**src/rtl/mdio_pkg.sv**
```systemverilog
// mdio_pkg -- shared definitions for the Clause-22 MDIO responder.
//   mdio_state_e : frame decoder states
//   OP_RD/OP_WR  : Clause-22 opcode values
//   PRE_LEN      : preamble length (ones) required before a start pattern
//   ID_HI_ADDR/ID_LO_ADDR : read-only PHY identifier registers
//   is_id_reg()  : true for either identifier register address
`timescale 1ns/1ps
package mdio_pkg;

  typedef enum logic [2:0] {
    S_PRE,
    S_ST,
    S_OP,
    S_PHYAD,
    S_REGAD,
    S_TA,
    S_DATA
  } mdio_state_e;

  localparam logic [1:0] OP_RD = 2'b10;
  localparam logic [1:0] OP_WR = 2'b01;

  localparam int unsigned PRE_LEN = 32;

  localparam logic [4:0] ID_HI_ADDR = 5'd2;
  localparam logic [4:0] ID_LO_ADDR = 5'd3;

  function automatic logic is_id_reg(input logic [4:0] addr);
    return (addr == ID_HI_ADDR) || (addr == ID_LO_ADDR);
  endfunction

endpackage

```
**src/rtl/mdio_sync_edge.sv**
```systemverilog
// mdio_sync_edge -- brings MDC/MDD into the system clock domain.
//   clk_i, rst_ni : system clock, async active-low reset
//   mdc_i, mdd_i  : raw pad signals (asynchronous)
//   rise_o        : one-cycle strobe, 3 clk_i cycles after an MDC rising edge
//   mdd_o         : synchronized MDD, aligned with rise_o
`timescale 1ns/1ps
module mdio_sync_edge (
  input  logic clk_i,
  input  logic rst_ni,
  input  logic mdc_i,
  input  logic mdd_i,
  output logic rise_o,
  output logic mdd_o
);

  logic [1:0] mdc_sync_q;
  logic       mdc_dly_q;
  logic       rise_q;
  logic [1:0] mdd_sync_q;
  logic       mdd_q;

  // Strobe and data are both registered once more so they stay aligned.
  always_ff @(posedge clk_i or negedge rst_ni) begin
    if (!rst_ni) begin
      mdc_sync_q <= '0;
      mdc_dly_q  <= 1'b0;
      rise_q     <= 1'b0;
      mdd_sync_q <= '0;
      mdd_q      <= 1'b0;
    end else begin
      mdc_sync_q <= {mdc_sync_q[0], mdc_i};
      mdc_dly_q  <= mdc_sync_q[1];
      rise_q     <= mdc_sync_q[1] & ~mdc_dly_q;
      mdd_sync_q <= {mdd_sync_q[0], mdd_i};
      mdd_q      <= mdd_sync_q[1];
    end
  end

  assign rise_o = rise_q;
  assign mdd_o  = mdd_q;

endmodule

```
**src/rtl/mdio_responder.sv**
```systemverilog
// mdio_responder -- Clause-22 MDIO PHY-side responder with a 32x16 register
// file shared with a local fabric port.
//   sys0_clk, sys0_rstn : 200 MHz system clock, async active-low reset
//   mdc, mdd_i          : MDIO clock and data from the pad
//   mdd_o, mdd_oe       : MDIO data to the pad and its output enable
//   lcl_addr/we/wdata   : local register write port
//   lcl_rdata           : registered read of lcl_addr (1-cycle latency)
//   mdio_wr, mdio_rd    : one-cycle pulses per accepted MDIO write / read
//   mdio_regad          : register address of the last accepted frame
// Build option: define MDIO_RESP_PRESUP_EN to enable preamble suppression
// (threshold drops to 1 after the first completed matched frame).
`timescale 1ns/1ps
module mdio_responder #(
  parameter logic [4:0]  PHY_ADDR = 5'd1,
  parameter logic [31:0] PHY_ID   = 32'h0141_0CC2
) (
  input  logic        sys0_clk,
  input  logic        sys0_rstn,
  input  logic        mdc,
  input  logic        mdd_i,
  output logic        mdd_o,
  output logic        mdd_oe,
  input  logic [4:0]  lcl_addr,
  input  logic        lcl_we,
  input  logic [15:0] lcl_wdata,
  output logic [15:0] lcl_rdata,
  output logic        mdio_wr,
  output logic        mdio_rd,
  output logic [4:0]  mdio_regad
);

  import mdio_pkg::*;

  logic rise;
  logic bit_in;

  mdio_sync_edge u_sync (
    .clk_i  (sys0_clk),
    .rst_ni (sys0_rstn),
    .mdc_i  (mdc),
    .mdd_i  (mdd_i),
    .rise_o (rise),
    .mdd_o  (bit_in)
  );

  mdio_state_e state_q, state_d;
  logic [5:0]  pre_cnt_q, pre_cnt_d;
  logic [3:0]  bit_cnt_q, bit_cnt_d;
  logic [15:0] shift_q, shift_d;
  logic [3:0]  phyad_q, phyad_d;
  logic [4:0]  regad_q, regad_d;
  logic        op_hi_q, op_hi_d;
  logic        is_rd_q, is_rd_d;
  logic        ignore_q, ignore_d;
  logic        oe_q, oe_d;
  logic        dout_q, dout_d;
  logic        wr_q, wr_d;
  logic        rd_q, rd_d;
  logic [4:0]  regad_out_q, regad_out_d;
  logic [15:0] regs_q [32];
  logic [15:0] regs_d [32];
  logic [15:0] lcl_rdata_q, lcl_rdata_d;
  logic        mdio_we;
  logic [15:0] mdio_wdata;
  logic [5:0]  pre_thr;

`ifdef MDIO_RESP_PRESUP_EN
  logic presup_q, presup_d;
  assign pre_thr = presup_q ? 6'd1 : 6'(PRE_LEN);
`else
  assign pre_thr = 6'(PRE_LEN);
`endif

  // Frame decoder: all bit processing is gated by the rise strobe.
  always_comb begin
    state_d     = state_q;
    pre_cnt_d   = pre_cnt_q;
    bit_cnt_d   = bit_cnt_q;
    shift_d     = shift_q;
    phyad_d     = phyad_q;
    regad_d     = regad_q;
    op_hi_d     = op_hi_q;
    is_rd_d     = is_rd_q;
    ignore_d    = ignore_q;
    oe_d        = oe_q;
    dout_d      = dout_q;
    wr_d        = 1'b0;
    rd_d        = 1'b0;
    regad_out_d = regad_out_q;
    mdio_we     = 1'b0;
    mdio_wdata  = {shift_q[14:0], bit_in};
`ifdef MDIO_RESP_PRESUP_EN
    presup_d    = presup_q;
`endif
    if (rise) begin
      unique case (state_q)
        S_PRE: begin
          if (bit_in) begin
            if (pre_cnt_q < 6'(PRE_LEN)) pre_cnt_d = pre_cnt_q + 6'd1;
          end else if (pre_cnt_q >= pre_thr) begin
            state_d   = S_ST;
            pre_cnt_d = '0;
          end else begin
            pre_cnt_d = '0;
          end
        end
        S_ST: begin
          bit_cnt_d = '0;
          if (bit_in) begin
            state_d = S_OP;
          end else begin
            state_d   = S_PRE;
            pre_cnt_d = '0;
          end
        end
        S_OP: begin
          if (bit_cnt_q == 4'd0) begin
            op_hi_d   = bit_in;
            bit_cnt_d = 4'd1;
          end else begin
            bit_cnt_d = '0;
            case ({op_hi_q, bit_in})
              OP_RD: begin
                is_rd_d = 1'b1;
                state_d = S_PHYAD;
              end
              OP_WR: begin
                is_rd_d = 1'b0;
                state_d = S_PHYAD;
              end
              default: begin
                state_d   = S_PRE;
                pre_cnt_d = '0;
              end
            endcase
          end
        end
        S_PHYAD: begin
          phyad_d   = {phyad_q[2:0], bit_in};
          bit_cnt_d = bit_cnt_q + 4'd1;
          if (bit_cnt_q == 4'd4) begin
            ignore_d  = ({phyad_q, bit_in} != PHY_ADDR);
            bit_cnt_d = '0;
            state_d   = S_REGAD;
          end
        end
        S_REGAD: begin
          regad_d   = {regad_q[3:0], bit_in};
          bit_cnt_d = bit_cnt_q + 4'd1;
          if (bit_cnt_q == 4'd4) begin
            bit_cnt_d = '0;
            state_d   = S_TA;
          end
        end
        S_TA: begin
          if (bit_cnt_q == 4'd0) begin
            bit_cnt_d = 4'd1;
            if (is_rd_q) begin
              shift_d = regs_q[regad_q];
              // Start driving the 0 the master samples as the second TA bit.
              if (!ignore_q) begin
                oe_d   = 1'b1;
                dout_d = 1'b0;
              end
            end
          end else begin
            bit_cnt_d = '0;
            state_d   = S_DATA;
            if (is_rd_q && !ignore_q) begin
              dout_d      = shift_q[15];
              shift_d     = {shift_q[14:0], 1'b0};
              rd_d        = 1'b1;
              regad_out_d = regad_q;
            end
          end
        end
        S_DATA: begin
          bit_cnt_d = bit_cnt_q + 4'd1;
          if (is_rd_q) begin
            if (bit_cnt_q == 4'd15) begin
              oe_d   = 1'b0;
              dout_d = 1'b0;
            end else if (!ignore_q) begin
              dout_d  = shift_q[15];
              shift_d = {shift_q[14:0], 1'b0};
            end
          end else begin
            shift_d = {shift_q[14:0], bit_in};
            if (bit_cnt_q == 4'd15 && !ignore_q) begin
              wr_d        = 1'b1;
              regad_out_d = regad_q;
              mdio_we     = !is_id_reg(regad_q);
            end
          end
          if (bit_cnt_q == 4'd15) begin
            state_d   = S_PRE;
            pre_cnt_d = '0;
            bit_cnt_d = '0;
`ifdef MDIO_RESP_PRESUP_EN
            if (!ignore_q) presup_d = 1'b1;
`endif
          end
        end
        default: begin
          state_d   = S_PRE;
          pre_cnt_d = '0;
        end
      endcase
    end
  end

  // Register file: local write is applied last so it wins on a collision.
  always_comb begin
    regs_d = regs_q;
    if (mdio_we) regs_d[regad_q] = mdio_wdata;
    if (lcl_we && !is_id_reg(lcl_addr)) regs_d[lcl_addr] = lcl_wdata;
    lcl_rdata_d = regs_q[lcl_addr];
  end

  always_ff @(posedge sys0_clk or negedge sys0_rstn) begin
    if (!sys0_rstn) begin
      state_q     <= S_PRE;
      pre_cnt_q   <= '0;
      bit_cnt_q   <= '0;
      shift_q     <= '0;
      phyad_q     <= '0;
      regad_q     <= '0;
      op_hi_q     <= 1'b0;
      is_rd_q     <= 1'b0;
      ignore_q    <= 1'b0;
      oe_q        <= 1'b0;
      dout_q      <= 1'b0;
      wr_q        <= 1'b0;
      rd_q        <= 1'b0;
      regad_out_q <= '0;
      lcl_rdata_q <= '0;
      for (int unsigned i = 0; i < 32; i++) regs_q[i] <= '0;
      regs_q[ID_HI_ADDR] <= PHY_ID[31:16];
      regs_q[ID_LO_ADDR] <= PHY_ID[15:0];
`ifdef MDIO_RESP_PRESUP_EN
      presup_q    <= 1'b0;
`endif
    end else begin
      state_q     <= state_d;
      pre_cnt_q   <= pre_cnt_d;
      bit_cnt_q   <= bit_cnt_d;
      shift_q     <= shift_d;
      phyad_q     <= phyad_d;
      regad_q     <= regad_d;
      op_hi_q     <= op_hi_d;
      is_rd_q     <= is_rd_d;
      ignore_q    <= ignore_d;
      oe_q        <= oe_d;
      dout_q      <= dout_d;
      wr_q        <= wr_d;
      rd_q        <= rd_d;
      regad_out_q <= regad_out_d;
      lcl_rdata_q <= lcl_rdata_d;
      regs_q      <= regs_d;
`ifdef MDIO_RESP_PRESUP_EN
      presup_q    <= presup_d;
`endif
    end
  end

  assign mdd_o      = dout_q;
  assign mdd_oe     = oe_q;
  assign mdio_wr    = wr_q;
  assign mdio_rd    = rd_q;
  assign mdio_regad = regad_out_q;
  assign lcl_rdata  = lcl_rdata_q;

endmodule
```
**config.mk**
```make
export PLATFORM = sky130hd
export DESIGN_NAME = mdio_responder
export DESIGN_NICKNAME = d
export VERILOG_FILES = /design/src/rtl/mdio_pkg.sv /design/src/rtl/mdio_sync_edge.sv /design/src/rtl/mdio_responder.sv
export SDC_FILE = /design/constraint.sdc
export NUM_CORES = 2
export LEC_CHECK = 0
export ABC_AREA = 0
export CORE_MARGIN = 10
export CORE_UTILIZATION = 35
export CTS_CLUSTER_SIZE = 12
export DETAILED_ROUTE_END_ITERATION = 8
export GPL_TIMING_DRIVEN = 0
export PLACE_DENSITY = 0.58
export REMOVE_ABC_BUFFERS = 1
export SYNTH_ARGS = -nofsm -noshare
export SYNTH_HDL_FRONTEND = slang
export SYNTH_SLANG_ARGS = --single-unit
```
**constraint.sdc**
```tcl
create_clock -name sys0_clk -period 6.9 [get_ports sys0_clk]
set_clock_uncertainty 0.15 [all_clocks]
set_input_delay 1.38 -clock sys0_clk [delete_from_list [all_inputs] [get_ports sys0_clk]]
set_output_delay 1.38 -clock sys0_clk [all_outputs]
set_load 0.005 [all_outputs]
```
==> impl_metrics.env <==
export IMPL_synth_yosys_seq_area_share=0.4272
export IMPL_clk_path_buf_depth=3
export IMPL_path_clk_slew_ps=60
export IMPL_clk_latency_ps=620
export IMPL_ys_warn_count=0
export IMPL_ioPinCount=51
export IMPL_grt_max_degree=116
export IMPL_cp_arrival_ps=5550
export IMPL_critPathSlowestCell="nand4_2"
export IMPL_cts_buffers=69
export IMPL_period_minus_slack_ps=5252
export IMPL_r2r_start="regad_q[4]$_DFFE_PN0P_"
export IMPL_cp_num_cells=5
export IMPL_synth_top_cell_area_share=0.4211
export IMPL_initial_core_util=0.3535
export IMPL_setup_violations=0
export IMPL_cts_resized=0
export IMPL_clkPwrFrac=0.369
export IMPL_nNetsFinal=2993
export IMPL_synth_area_um2=34290
export IMPL_worstPathRequired_ps=7200
export IMPL_drt_wirelength_per_cell_um=28.63
export IMPL_row_count=114
export IMPL_hold_viol_final=0
export IMPL_worst_pin_slew_ps=1525
export IMPL_cts_root_buf="clkbuf_16"
export IMPL_setup_tns_ps=0
export IMPL_path_delay_family="simple AND/OR/NAND/NOR gates"
export IMPL_sequentialPowerShare=0.453
export IMPL_p_switching_mw=2.848
export IMPL_portBuffers=50
export IMPL_regToRegEndpoint="regs_q[194]$_DFF_PN0_"
export IMPL_layout_commonest_cell="dfrtp_1"
export IMPL_track_usage=0.2165
export IMPL_synthFlopType="dfrtp_1"
export IMPL_synthTopCellsByArea="dfrtp_1, mux4_2, mux2i_1, o21ai_0, nand2_1"
export IMPL_status="finished with violations"
export IMPL_grt_pass1_wl_um=180700
export IMPL_worstSetupEndpointType="flip-flop"
export IMPL_async_flop_share=1.000
export IMPL_switching_share=0.2817
export IMPL_slew_violations=60
export IMPL_cts_tree="done"
export IMPL_synth_seq_cells=585
export IMPL_antenna_left=0
export IMPL_die_area_um2=110900
export IMPL_pwr_share_comb=0.178
export IMPL_critical_path_class="reg2reg"
export IMPL_grt_pass1_vias=25380
export IMPL_antenna_found_initial=5
export IMPL_regArea_um2=14660
export IMPL_vias=25940
export IMPL_hpwl_um=75470
export IMPL_slew_headroom=-0.01693
export IMPL_finalWirelength_um=123000
export IMPL_crit_chain="nor3_4 -> nor2b_1 -> nand4_2 -> mux2i_1 -> o21ai_0"
export IMPL_critical_path_peak_fanout=22
export IMPL_cts_sinks=585
export IMPL_core_um2=96990
export IMPL_gp_congestion=0.8035
export IMPL_first_pass_iters=6
export IMPL_vias_per_cell=6.037
export IMPL_synth_edf_count=0
export IMPL_whs_path_depth=0
export IMPL_min_delay_start="u_sync.mdd_sync_q[0]$_DFF_PN0_"
export IMPL_reg2reg_slack_ps=1650
export IMPL_hold_path_class="reg2reg"
export IMPL_violations="capacitance limit, slew limit"
export IMPL_drive_gt1_frac=0.1859
export IMPL_min_period_over_period=0.7611
export IMPL_final_cell_mix="dfrtp_1, mux2i_1, nand2_1"
export IMPL_cts_htree_levels=3
export IMPL_p_leak_nw=16.34
export IMPL_cp_buffers_inverters=0
export IMPL_synth_top_area_cell="dfrtp_1"
export IMPL_power_density_nw_per_um2=260.9
export IMPL_die_y_um=333.0
export IMPL_power_mw=10.11
export IMPL_area_growth_syn_to_layout_pct=13.02
export IMPL_hold_buffers=0
export IMPL_max_freq_mhz=190.4
export IMPL_r2r_cells=5
export IMPL_crit_start="regad_q[4]$_DFFE_PN0P_"
export IMPL_cts_setup_buffers=0
export IMPL_slowest_delay_ps=1380
export IMPL_avgSynthCellArea_um2=10.94
export IMPL_grt_ovfl_total=0
export IMPL_intPower_mw=7.260
export IMPL_n_fill_cell=9148
export IMPL_drc=0
export IMPL_cap_violations=3
export IMPL_critPathLaunchType="flip-flop"
export IMPL_ys_types=62
export IMPL_multi_input_area_um2=18190
export IMPL_drt_iter0_drc=3146
export IMPL_syn_instance_count=3133
export IMPL_die_w_um=333.0
export IMPL_rsz0062_at_grt="no"
export IMPL_ir_drop_mv=0.1816
export IMPL_holdWs_ps=215.8
export IMPL_hold_end="u_sync.mdd_sync_q[1]$_DFF_PN0_"
## worst register-to-register path: cells and delay by family (launching register included)
kind               cells  cell delay (ps)
DFF                    1             1350
and+or+nand+nor        3             2950
AOI/OAI and AO/OA      1              140
muxes                  1              510
## Yosys cell counts, drive strengths merged (4+ instances only)
library cell and number:
a22oi 120, nor4 7, nor3b 7, inv 22, and3 7, mux2i 496
clkbuf 273, or2 4, mux2 23, nor2 171, nand4 36, dfstp 8
o211ai 4, mux4 255, dfrtp 577, and2 4, nand3 21, and2b 5
o31ai 5, a31oi 5, and3b 9, nor3 17, a21oi 151, nand2 384
ha 5, o22ai 11, nand2b 4, nand3b 7, nor2b 13, buf 98
o21ai 360
## flip-flops by register name, indices dropped and copies added (netlist names), 4 cells and up
name and flops:
pre_cnt_q 6, mdio_regad 5, phyad_q 4, bit_cnt_q 4, lcl_rdata 16, regs_q 512
regad_q 5, shift_q 16
## area by class of cell
class	count	share of cell area
Clock buffer	104	0.05399
Sequential cell	585	0.3783
Inverter	22	0.002131
Tap cell	1276	0.04120
Timing Repair Buffer	129	0.04992
Multi-Input combinational cell	2155	0.4694
Antenna cell	2	0.0001292
Clock inverter	23	0.005005
## logic make-up (layout without fill, tap and decap cells)
| group | Yosys count | count (layout) | synth area share |
|---|---|---|---|
| compound gates | 670 | 670 | 0.1093 |
| buf+inv | 393 | 278 | 0.04904 |
| flops | 585 | 585 | 0.4272 |
| simple gates | 706 | 706 | 0.09272 |
| fa+ha+maj | 5 | 5 | 0.001825 |
| mux | 774 | 774 | 0.3198 |
| other cells | 0 | 2 | 0 |
## power by group through the flow
stage / clock network (mW) / logic (mW) / registers (mW)
after detailed placement: 0 / 1.78 / 4.62
after floorplan: 0 / 1.24 / 4.46
after global routing: 3.93 / 1.96 / 4.67
after global placement: 0 / 1.77 / 4.60
final: 3.73 / 1.79 / 4.58
after CTS: 3.77 / 1.78 / 4.56
## routing by layer
layer  vias to the layer above  wire length [µm]  track usage
li1                      11130                 -            -
met1                     13170             51600       0.2979
met2                      1357             54160       0.3232
met3                       280             11790      0.05158
met4                         6              5424      0.09170
met5                         -                28            0
## how the worst max path moves through the flow
stage | end | slack, ps
4_1_cts | regs_q[194]$_DFF_PN0_ | 1800
5_1_grt | regs_q[194]$_DFF_PN0_ | 1620
3_3_place_gp | lcl_rdata[13]$_DFF_PN0_ | -23680
3_5_place_dp | regs_q[167]$_DFF_PN0_ | 1830
2_1_floorplan | regs_q[64]$_DFF_PN0_ | -1520
6_report | regs_q[194]$_DFF_PN0_ | 1650
## metrics by stage
stage                     setup slack (ps)  instances  utilization  area, µm²
after global placement              -23680       4088       0.3586      34790
after global routing                  1621       4295       0.3995      38750
after CTS                             1802       4293       0.3992      38720
after floorplan                      -1516       2762            -      32690
final                                 1648       4296       0.3995      38750
after detailed placement              1830       4166       0.3757      36440
No activity file was read; power rests on OpenSTA's default activity.
